--- src/rtl/tbird_pkg.sv ---
// Shared constants for the turn-signal block.
//   DEBOUNCE_CNT_DEFAULT / TICK_DIV_DEFAULT : default parameter values
//   REQ_*                                   : bit positions of the request vector
//   LIGHTS_*                                : lamp patterns {LC,LB,LA,RA,RB,RC} used by the FSM
package tbird_pkg;
  localparam int DEBOUNCE_CNT_DEFAULT = 4;
  localparam int TICK_DIV_DEFAULT     = 8;

  localparam int NUM_REQ   = 3;
  localparam int REQ_LEFT  = 0;
  localparam int REQ_RIGHT = 1;
  localparam int REQ_HAZ   = 2;

  localparam logic [5:0] LIGHTS_OFF = 6'b000_000;
  localparam logic [5:0] LIGHTS_L1  = 6'b001_000;
  localparam logic [5:0] LIGHTS_L2  = 6'b011_000;
  localparam logic [5:0] LIGHTS_L3  = 6'b111_000;
  localparam logic [5:0] LIGHTS_R1  = 6'b000_100;
  localparam logic [5:0] LIGHTS_R2  = 6'b000_110;
  localparam logic [5:0] LIGHTS_R3  = 6'b000_111;
  localparam logic [5:0] LIGHTS_ALL = 6'b111_111;
endpackage

--- src/rtl/tbird_debounce.sv ---
// Single-input conditioner: 2-flop synchronizer, mismatch counter, accepted level.
//   clk, reset_n : clock, async active-low reset
//   raw          : asynchronous switch input
//   level        : accepted (debounced) level, registered
//   level_nxt    : value level takes at the next edge; lets the parent see a
//                  rise on the same edge it is registered
module tbird_debounce
  import tbird_pkg::*;
#(
  parameter int DEBOUNCE_CNT = DEBOUNCE_CNT_DEFAULT
) (
  input  logic clk,
  input  logic reset_n,
  input  logic raw,
  output logic level,
  output logic level_nxt
);
  localparam int CW = (DEBOUNCE_CNT > 1) ? $clog2(DEBOUNCE_CNT) : 1;
  localparam logic [CW-1:0] LAST = CW'(DEBOUNCE_CNT - 1);

  logic [1:0]    sync;
  logic [CW-1:0] cnt;
  logic          differ;
  logic          accept;

  assign differ    = sync[1] ^ level;
  // Stable for DEBOUNCE_CNT consecutive cycles: this edge is the last one.
  assign accept    = differ && (cnt == LAST);
  assign level_nxt = accept ? sync[1] : level;

  always_ff @(posedge clk or negedge reset_n) begin
    if (!reset_n) begin
      sync  <= '0;
      cnt   <= '0;
      level <= 1'b0;
    end else begin
      sync  <= {sync[0], raw};
      level <= level_nxt;
      if (!differ || accept) cnt <= '0;
      else                   cnt <= cnt + 1'b1;
    end
  end
endmodule

--- src/rtl/turn_input_conditioner.sv ---
// Conditions the three turn-signal switches and paces the downstream FSM.
//   clk, reset_n              : clock, async active-low reset (released synchronously upstream)
//   raw_left/raw_right/raw_haz: asynchronous switch inputs
//   LEFT/RIGHT/HAZ            : debounced request levels (LEFT and RIGHT may both be 1)
//   step_tick                 : one-cycle pulse every TICK_DIV cycles
// Build option TURN_HAZ_TOGGLE_EN: HAZ toggles on each debounced raw_haz press
// instead of following the debounced level.
module turn_input_conditioner
  import tbird_pkg::*;
#(
  parameter int DEBOUNCE_CNT = DEBOUNCE_CNT_DEFAULT,
  parameter int TICK_DIV     = TICK_DIV_DEFAULT
) (
  input  logic clk,
  input  logic reset_n,
  input  logic raw_left,
  input  logic raw_right,
  input  logic raw_haz,
  output logic LEFT,
  output logic RIGHT,
  output logic HAZ,
  output logic step_tick
);
  localparam int TW = $clog2(TICK_DIV);
  localparam logic [TW-1:0] TLAST = TW'(TICK_DIV - 1);

  logic [NUM_REQ-1:0] raw, lvl, lvl_nxt;
  logic               haz_nxt;
  logic               restart;
  logic [TW-1:0]      tick_cnt;

  assign raw[REQ_LEFT]  = raw_left;
  assign raw[REQ_RIGHT] = raw_right;
  assign raw[REQ_HAZ]   = raw_haz;

  for (genvar i = 0; i < NUM_REQ; i++) begin : g_db
    tbird_debounce #(.DEBOUNCE_CNT(DEBOUNCE_CNT)) u_db (
      .clk       (clk),
      .reset_n   (reset_n),
      .raw       (raw[i]),
      .level     (lvl[i]),
      .level_nxt (lvl_nxt[i])
    );
  end

  assign LEFT  = lvl[REQ_LEFT];
  assign RIGHT = lvl[REQ_RIGHT];

`ifdef TURN_HAZ_TOGGLE_EN
  logic haz_q;
  // Flip on the debounced press only; release leaves the latch alone.
  assign haz_nxt = haz_q ^ (lvl_nxt[REQ_HAZ] & ~lvl[REQ_HAZ]);
  always_ff @(posedge clk or negedge reset_n) begin
    if (!reset_n) haz_q <= 1'b0;
    else          haz_q <= haz_nxt;
  end
  assign HAZ = haz_q;
`else
  assign haz_nxt = lvl_nxt[REQ_HAZ];
  assign HAZ     = lvl[REQ_HAZ];
`endif

  // Idle -> active on this edge: realign the divider so the FSM's first step
  // lands a full period after the request appears.
  assign restart = ~(LEFT | RIGHT | HAZ) &
                   (lvl_nxt[REQ_LEFT] | lvl_nxt[REQ_RIGHT] | haz_nxt);

  always_ff @(posedge clk or negedge reset_n) begin
    if (!reset_n)               tick_cnt <= '0;
    else if (restart)           tick_cnt <= '0;
    else if (tick_cnt == TLAST) tick_cnt <= '0;
    else                        tick_cnt <= tick_cnt + 1'b1;
  end

  assign step_tick = (tick_cnt == TLAST);
endmodule

--- config.mk ---
export PLATFORM = sky130hd
export DESIGN_NAME = turn_input_conditioner
export DESIGN_NICKNAME = d
export VERILOG_FILES = /design/src/rtl/tbird_pkg.sv /design/src/rtl/tbird_debounce.sv /design/src/rtl/turn_input_conditioner.sv
export SDC_FILE = /design/constraint.sdc
export NUM_CORES = 1
export LEC_CHECK = 0
export ABC_AREA = 1
export CELL_PAD_IN_SITES_DETAIL_PLACEMENT = 1
export CELL_PAD_IN_SITES_GLOBAL_PLACEMENT = 1
export CORE_AREA = 2 2 46 44
export DETAILED_ROUTE_END_ITERATION = 10
export DIE_AREA = 0 0 48 46
export PLACE_DENSITY = 0.8
export SYNTH_ARGS = -nofsm -noshare
export SYNTH_HDL_FRONTEND = slang
export SYNTH_SLANG_ARGS = --single-unit
export TNS_END_PERCENT = 1
--- constraint.sdc ---
create_clock -name clk -period 2.1 [get_ports clk]
set_input_delay 0.63 -clock clk [delete_from_list [all_inputs] [get_ports clk]]
set_output_delay 0.63 -clock clk [all_outputs]
set_load 0.01 [all_outputs]
* Word level (Yosys, flattened, before mapping)
Index checks and enable logic that the tools add are counted.
Operators by class: equal/unequal tests 4, bitwise logic cells 9, reduce and logical (&&, ||, !) cells 9, add/sub/neg operators 4, muxes and demuxes 8
Operator list (count):
- $add A2 B1 Y2 const B | 3
- $eq A2 B2 Y1 const B | 3
- $mux W2 | 3
- $mux W3 | 2
- $or A1 B1 Y1 | 4
- $add A3 B1 Y3 const B | 1
- $eq A3 B3 Y1 const B | 1
- $logic_and A1 B1 Y1 | 3
- $logic_not A1 Y1 | 3
- $logic_or A1 B1 Y1 | 3
- $mux W1 | 3
- $xor A1 B1 Y1 | 3
- $and A1 B1 Y1 | 1
- $not A1 Y1 | 1
Word-level totals: bits of input ports 5, register bits 18, word-level logic and storage cells 44, output and inout bits 4

* Longest topological paths before layout
Gate-level depths: netlist of run 1.
word-level depth 7, gate-level depth with buffers 6, mapped depth without buffers 6

* Hierarchy
A second synthesis of run 1 with hierarchy kept.
Second synthesis, totals: cells, all modules 66, area, all modules 688.2 µm²
By module, submodules not included:
- tbird_debounce | sequential area each 125.1 µm², area an instance 177.7 µm², cells an instance 16, times used 3
- turn_input_conditioner | sequential area each 75.1 µm², area an instance 155.1 µm², cells an instance 18, times used 1

* Worst setup path after synthesis of run 1
No wires, ideal clock.
kind register -> output, start point register tick_cnt[0], end point output port step_tick, path buffers 0, required time 1.470 ns, slack 0.719 ns, cell stages (with the launch flop) 3, arrival 0.751 ns, path through dfrtp_1 > ha_1 > ha_1
Between the ends: cells in the longest elaborated chain, start to end 1
Ends and longest elaborated chain:
- from (decl) | RTL line turn_input_conditioner.sv:30 | logic [TW-1:0] tick_cnt;
- from (signal assigned) | RTL line turn_input_conditioner.sv:72 | else tick_cnt <= tick_cnt + 1'b1;
- $eq A3 B3 Y1 | RTL line turn_input_conditioner.sv:75 | assign step_tick = (tick_cnt == TLAST);
- to (decl) | RTL line turn_input_conditioner.sv:22 | output logic step_tick
Every way passes these cells.

* Final worst setup path of run 1
Same ends and word-level chain as after synthesis.

==> flow_summary.toml, run 1 <==
[run_status]
status = "complete, no violations"

[die]
core_area_um2 = 1780
design.portCount = 9
dieHeight_um = 46
start_util_pct = 39.5
num_rows = 15
dieArea_um2 = 2210
die_w_um = 48

[timing]
rsz0062_at_grt = "no"
hold_viol = 0
fin_ws_ns = 0.134
max_slew_margin_pct = 76.8
max_freq_mhz = 509
tightestPinTransition_ns = 0.345
maxSlewViolCount = 0
fin_crit_ns = 1.97
skew_ns = 0.00714
totalNegativeSetupSlack_ns = 0
hold-worst-slack_ns = 0.362
post-route-period-util_pct = 93.6
setup_viol_count_final = 0

[clock_tree]
postCtsSetupRepairBufs = 0
htree_levels = 1
cts.clk_slew.worst_paths_ns = 0.10
cts.path.max_buffers = 2
clk_latency_ns = 0.28
root_buffer = "clkbuf_4"
cts_hold_buf = 0
cts.repair.resized = 1
cts_tree = "built"
cts.sinks = 18
cts_buffers = 3

[detailed_routing]
drtIter0Drc = 1
dr.pass1.iters = 3
vias_per_cell = 4.35
drc_errors = 0
wire_per_inst_um = 10.0
ant_nets = 0
vias = 457
drt-total-wl_mm = 1.05

[global_routing]
grt_use_total_pct = 12.9
grt_pass1_vias = 478
grt-ovfl-total = 0
grt_max_degree = 19
antenna_found_initial = 0
grt_pass1_wl_mm = 1.91

[pwr]
power_density_nw_per_um2 = 1330
vdd_drop_max_mv = 0.535
p_leak_nw = 0.451

[critical_path]
slowest_delay_ns = 0.39
cp_top_family = "flip-flops"
crit_type = "flip-flop to output pin"
required_ns = 1.47
path_cells = "ha_1, ha_1, dlygate4sd2_1"
arrival_ns = 1.34
startpoint_type = "flip-flop"
cpMostUsedCell = "ha_1"
critPathBufInv = 1
reg2reg_slack_ns = 0.81
cpMaxStageDelayCell = "dfrtp_1"
crit_fanout = 2
worstSetupEndpointType = "output pin"

[synthesis]
synth-seq-area-share_pct = 63.9
synth.cell_area_um2 = 704
syn-mean-instance-area_um2 = 10.5
yosysTopAreaCell = "dfrtp_1"
synth_nets = 77
synth_warnings = 0
ys_types = 11
synth_top_area_share_pct = 63.9
synthTopCellsByArea = "dfrtp_1, inv_1, ha_1, a21oi_1, nand2_1"
ys_ff_latch = 18
synthCells = 67

[cells_and_area]
area_growth_pct = 21.8
fin_nets = 91
antenna_cells = 0
layout-drive-gt1-share_pct = 11.3

[placement]
post-place-ws_ns = 0.245
hpwl_um = 879
globalplace.congestion = 0.712
port_buffers = 8

[hold_path]
hold_class = "flip-flop to flip-flop"

[run]
max_cap_violations = 0
cell families after synthesis:
group,count (synthesis),share of synthesized area (%)
and+or+nand+nor,18,11.7
adders and majority gates,5,8.88
buffers and inverters,17,9.06
DFF,18,63.9
AOI/OAI and AO/OA,9,6.39
cells in the final DEF, fill, tap and decap left out:
cell type and instances:
a21oi_1 6, buf_4 1, clkbuf_4 3, clkbuf_8 1, clkdlybuf4s50_1 7, dfrtp_1 18
dlygate4sd2_1 1, ha_1 5, inv_1 17, nand2_1 7, nand2_2 2, nand3_2 1
nor2_1 6, nor3_1 1, o21ai_0 3, or2_2 1
Yosys cell counts:
cell type  count
a21oi_1        6
dfrtp_1       18
ha_1           5
inv_1         17
nand2_1        7
nand2_2        2
nand3_2        1
nor2_1         6
nor3_1         1
o21ai_0        3
or2_2          1
worst register-to-register path, delay by kind of cell, from the launching register on:
family | cells | cell delay [ns]
flops | 1 | 0.39
fa+ha+maj | 2 | 0.38
simple gates | 1 | 0.30
compound gates | 1 | 0.14
through the flow:
step	utilization [%]	total power (W)	cell area, um^2	cells
2_1_floorplan	-	0.000789	704	67
3_3_place_gp	46.2	0.000915	823	101
3_5_place_dp	46.2	0.000963	823	101
4_1_cts	48.1	0.00117	858	105
5_1_grt	48.1	0.00126	858	105
6_report	48.1	0.00114	858	105
worst paths after layout:
path	start	endpoint	cells past startpoint
setup / recovery	tick_cnt[0]	step_tick	3
hold / removal	g_db[2].u_db.sync[0]	g_db[2].u_db.sync[1]	0
setup reg to reg	tick_cnt[0]	tick_cnt[0]	4
hold reg to reg	g_db[2].u_db.sync[0]	g_db[2].u_db.sync[1]	0
max in group asynchronous	reset_n	g_db[0].u_db.cnt[1]	2
min in group asynchronous	reset_n	tick_cnt[0]	2
power breakdown:
group	switching [W]	internal (W)
logic	0.000215	0.000186
registers	0.0000719	0.000462
clock network	0.0000997	0.000105
area by class of cell:
cell class / count / area, um^2
flip-flops and latches: 18 / 450
multi-input cells: 32 / 190
well taps: 25 / 31.3
repair buffers: 9 / 86.3
clock buffers: 4 / 36.3
inverters: 17 / 63.8
fillers: 209 / 925
routing by layer:
layer,vias up,routed length [um],track usage [%],part of all wire (%)
met4,0,11,8.11,1.0
met2,6,588,22.9,56
li1,227,-,-,-
met1,222,420,13.4,40
met3,2,30,2.38,2.9
met5,-,0,0,0
state kept, by name, indices dropped and copies added (netlist names):
register	cells
g_db.u_db.level	3
g_db.u_db.cnt	6
g_db.u_db.sync	6
tick_cnt	3
(Power assumes the default switching activity.)
==> run 2, diff against run 1 <==
- MAX_ROUTING_LAYER: unset -> met4
==> flow_summary.toml, run 2 (synthesis gave the netlist of run 1 again) <==
[cells_and_area]
reg_top3 = "g_db.u_db.cnt (6), g_db.u_db.sync (6)"
layout-drive-gt1-share_pct = 11.3
antenna_cells = 0
multiInputGateArea_um2 = 190
layoutNonFillerInstCount = 105
area_growth_pct = 21.8
fill_cells = 209
final_common_cell = "dfrtp_1"
layout_common_cells = "dfrtp_1, inv_1, nand2_1, clkdlybuf4s50_1"
fin_nets = 91
register_area_um2 = 450

[pwr]
p_leak_nw = 0.451
power_density_nw_per_um2 = 1330
vdd_drop_max_mv = 0.535

[global_routing]
antenna_found_initial = 0
grt_max_degree = 19
grt_use_total_pct = 13.2
grt_pass1_vias = 478
grt_pass1_wl_mm = 1.90
grt-ovfl-total = 0

[critical_path]
r2r_end = "tick_cnt[0]"
reg2reg_slack_ns = 0.81
worstSetupEndpointType = "output pin"
startpoint_type = "flip-flop"
crit_fanout = 2
required_ns = 1.47
timing.rr.start = "tick_cnt[0]"
crit_type = "flip-flop to output pin"
r2r_cells = 4
arrival_ns = 1.34

[detailed_routing]
drc_errors = 0
drtIter0Drc = 1
ant_nets = 0
vias_per_cell = 4.35
vias = 457
wire_per_inst_um = 10.0
drt-total-wl_mm = 1.05
dr.pass1.iters = 3

[clock_tree]
cts_hold_buf = 0
root_buffer = "clkbuf_4"
clk_latency_ns = 0.28
postCtsSetupRepairBufs = 0
cts.clk_slew.worst_paths_ns = 0.10
cts_buffers = 3
cts.path.max_buffers = 2
cts_tree = "built"
cts.sinks = 18
htree_levels = 1

[timing]
rsz0062_at_grt = "no"
skew_ns = 0.00716
setup_viol_count_final = 0
tightestPinTransition_ns = 0.345
max_slew_margin_pct = 76.8
hold-worst-slack_ns = 0.362
fin_crit_ns = 1.97
hold_viol = 0
totalNegativeSetupSlack_ns = 0
max_freq_mhz = 509
maxSlewViolCount = 0
post-route-period-util_pct = 93.6

[hold_path]
hold_class = "flip-flop to flip-flop"
hold_start = "g_db[2].u_db.sync[0]"
hold_end = "g_db[2].u_db.sync[1]"
min_path_cells = 0

[die]
num_rows = 15
start_util_pct = 39.5
core_area_um2 = 1780
dieHeight_um = 46
design.portCount = 9
dieArea_um2 = 2210
die_w_um = 48

[placement]
hpwl_um = 879
globalplace.congestion = 0.720
port_buffers = 8
placedCellCount = 101

[run]
max_cap_violations = 0

[run_status]
status = "complete, no violations"
-- run 2: worst max path at each step --
stage | end | start | depth (start not counted) | slack (ns)
2_1_floorplan | step_tick | tick_cnt[0] | 2 | 0.72
4_1_cts | step_tick | tick_cnt[0] | 3 | 0.11
3_5_place_dp | step_tick | tick_cnt[0] | 3 | 0.25
3_3_place_gp | step_tick | tick_cnt[0] | 3 | 0.28
5_1_grt | step_tick | tick_cnt[0] | 3 | 0.06
6_report | step_tick | tick_cnt[0] | 3 | 0.13
-- run 2: timing repair --
action / 4_1_cts / 5_1_grt
setup endpoints to repair: 1 / 0
gates resized for setup: 1 / 0
endpoints found under the hold margin: 0 / 0
-- run 2: worst max-delay path, cell delays in order (launching register included) --
cell and delay [ns]:
dfrtp_1 0.39, ha_1 0.20, ha_1 0.18, dlygate4sd2_1 0.28
-- run 2: layer usage --
metal	share of wire (%)	vias up	wire, um	global-route usage (%)
li1	-	227	-	-
met1	40	222	415	13.4
met2	56	6	591	22.9
met3	3.2	2	34	2.38
met4	0.86	0	9	8.11
met5	0	-	0	-
-- run 2: report_power, final --
group	internal (W)	total (W)	switching (W)
clock network	0.000105	0.000205	0.0000997
logic	0.000186	0.000401	0.000215
registers	0.000462	0.000533	0.0000719
total	0.000753	0.00114	0.000387
-- run 2: area by class of cell --
type | instances | area share (%)
clock buffers | 4 | 4.23
inverters | 17 | 7.43
multi-input cells | 32 | 22.2
flip-flops and latches | 18 | 52.5
well taps | 25 | 3.64
repair buffers | 9 | 10.1
-- run 2: stage by stage --
stage	setup slack (ns)	total power [W]	cell area, um^2	utilization [%]
after floorplan	0.719	0.000789	704	-
after global placement	0.281	0.000915	823	46.2
after detailed placement	0.245	0.000963	823	46.2
after CTS	0.113	0.00117	858	48.1
after global routing	0.0630	0.00126	858	48.1
final	0.134	0.00114	858	48.1
==> run 3, diff against run 2 <==
- PLACE_DENSITY: 0.8 -> 0.79
- SYNTH_HIERARCHICAL: unset -> 1
==> flow_summary.toml, run 3 <==
[detailed_routing]
drc_errors = 0
dr.pass1.iters = 4
drtIter0Drc = 3
vias_per_cell = 4.49
ant_nets = 0
wire_per_inst_um = 10.1
vias = 467
drt-total-wl_mm = 1.05

[clock_tree]
cts_tree = "built"
cts_buffers = 3
postCtsSetupRepairBufs = 0
cts.clk_slew.worst_paths_ns = 0.10
clk_latency_ns = 0.29
htree_levels = 1
root_buffer = "clkbuf_4"
cts.path.max_buffers = 2
cts.sinks = 18

[synthesis]
yosysTopAreaCell = "dfrtp_1"
synthCells = 66
synthAdderAreaFrac_pct = 9.09
ys_types = 8
ys_ff_latch = 18
synth_compound_area_share_pct = 2.18
synth_xor_area_share_pct = 0
synth_edf_count = 0
synth_ff_type = "dfrtp_1"
synth.area.mux_share_pct = 0
synth_nets = 76
syn-mean-instance-area_um2 = 10.4
synthSimpleGateAreaFrac_pct = 17.3
synth_top_family_by_area = "simple AND/OR/NAND/NOR gates"
yosysMostFrequentCell = "dfrtp_1"
ys_top_cells_by_count = "dfrtp_1, nand2_1, inv_1"
synth_warnings = 6
synth_top_area_share_pct = 65.5
synthTopCellsByArea = "dfrtp_1, nand2_1, ha_1, inv_1, nor3_1"
synth-seq-area-share_pct = 65.5
ys_async_sr_fraction_pct = 100
synth.cell_area_um2 = 688

[die]
dieArea_um2 = 2210
design.portCount = 9
dieHeight_um = 46
die_w_um = 48
start_util_pct = 38.6
core_area_um2 = 1780
num_rows = 15

[global_routing]
grt_use_total_pct = 13.5
grt_pass1_vias = 496
grt-ovfl-total = 0
antenna_found_initial = 0
grt_pass1_wl_mm = 1.90
grt_max_degree = 19

[timing]
tightestPinTransition_ns = 0.224
setup_viol_count_final = 0
fin_crit_ns = 1.97
skew_ns = 0.00675
totalNegativeSetupSlack_ns = 0
post-route-period-util_pct = 94.0
hold_viol = 0
rsz0062_at_grt = "no"
max_slew_margin_pct = 85.1
max_freq_mhz = 507
fin_ws_ns = 0.126
maxSlewViolCount = 0

[hold_path]
hold_class = "flip-flop to flip-flop"

[cells_and_area]
fin_nets = 90
antenna_cells = 0
layout_common_cells = "dfrtp_1, nand2_1, inv_1, clkdlybuf4s50_1, nor3_1"
area_growth_pct = 22.4
layout-drive-gt1-share_pct = 6.33
final_common_cell = "dfrtp_1"
reg_top3 = "g_db.u_db/cnt (6), g_db.u_db/sync (6)"

[critical_path]
required_ns = 1.47
crit_fanout = 2
cp_top_family = "flip-flops"
path_cells = "ha_1, ha_1, dlygate4sd2_1"
worstSetupEndpointType = "output pin"
startpoint_type = "flip-flop"
cpMostUsedCell = "ha_1"
arrival_ns = 1.34
slowest_delay_ns = 0.39
crit_type = "flip-flop to output pin"
cpMaxStageDelayCell = "dfrtp_1"
critPathBufInv = 1

[placement]
post-place-ws_ns = 0.231
globalplace.congestion = 0.705
port_buffers = 8
hpwl_um = 820

[run]
max_cap_violations = 0

[pwr]
power_density_nw_per_um2 = 1300
vdd_drop_max_mv = 0.546
p_leak_nw = 0.442
finalPower_w = 0.00109

[run_status]
status = "complete, no violations"
[run 3: cell types whose count changed after synthesis, sizes merged]
cell	previous run	this run
nand2	9	17
nor3	1	6
a21oi	6	3
o21ai	3	0
nand3	1	0
inv	17	11
nor2	6	5
[run 3: final cells by class]
type                            instances  area, um^2
Fill cell                             201         941
Sequential cell                        18         450
Multi-Input combinational cell         37         196
Timing Repair Buffer                    9        86.3
Inverter                               11        41.3
Clock buffer                            4        36.3
Tap cell                               25        31.3
[run 3: worst reg2reg max path, delay by kind of cell (launching register included)]
kind	cells	cell delay (ns)
DFF	1	0.39
adders and majority gates	2	0.39
and+or+nand+nor	1	0.22
AOI/OAI and AO/OA	1	0.13
[run 3: cells by family (layout without fill, tap and decap cells)]
logic type      Yosys count  after routing
buf+inv                  11             24
compound gates            3              3
flops                    18             18
fa+ha+maj                 5              5
simple gates             29             29
[run 3: path summary, 6_finish.rpt]
check,cells past startpoint,to,startpoint,slack (ns)
max,3,step_tick,tick_cnt[0],0.13
min reg2reg,0,g_db[1].u_db/sync[1],g_db[1].u_db/sync[0],0.36
min,0,g_db[1].u_db/sync[1],g_db[1].u_db/sync[0],0.36
max reg2reg,4,tick_cnt[0],tick_cnt[0],0.91
max in group asynchronous,2,g_db[2].u_db/cnt[0],reset_n,1.25
min in group asynchronous,2,g_db[2].u_db/sync[0],reset_n,0.66
[run 3: power by group]
part | switching (W) | internal [W] | leakage (nW)
logic | 0.000202 | 0.000168 | 0.199
clock network | 0.0000993 | 0.000105 | 0.0210
registers | 0.0000649 | 0.000454 | 0.222
total | 0.000366 | 0.000728 | 0.442
[run 3: what timing repair did]
action	in CTS	in global routing
endpoints found under the hold margin	0	0
hold buffers	0	0
endpoints found under the setup margin	1	0
resized for setup	1	0
[run 3: per-stage QoR]
| stage | instances | util, % | cell area (um^2) | hold WS (ns) |
|---|---|---|---|---|
| floorplan | 66 | - | 688 | 0.331 |
| global placement | 100 | 45.3 | 807 | 0.332 |
| finish | 104 | 47.2 | 842 | 0.357 |
| global route | 104 | 47.2 | 842 | 0.371 |
| detailed placement | 100 | 45.3 | 807 | 0.336 |
| CTS | 104 | 47.2 | 842 | 0.361 |
[run 3: metal layers]
layer | share of wire, % | up-vias | global-route usage, %
met5 | 0 | - | -
met4 | 1.1 | 0 | 8.11
met3 | 2.7 | 2 | 3.57
met2 | 56 | 6 | 21.9
met1 | 40 | 231 | 14.3
li1 | - | 228 | -
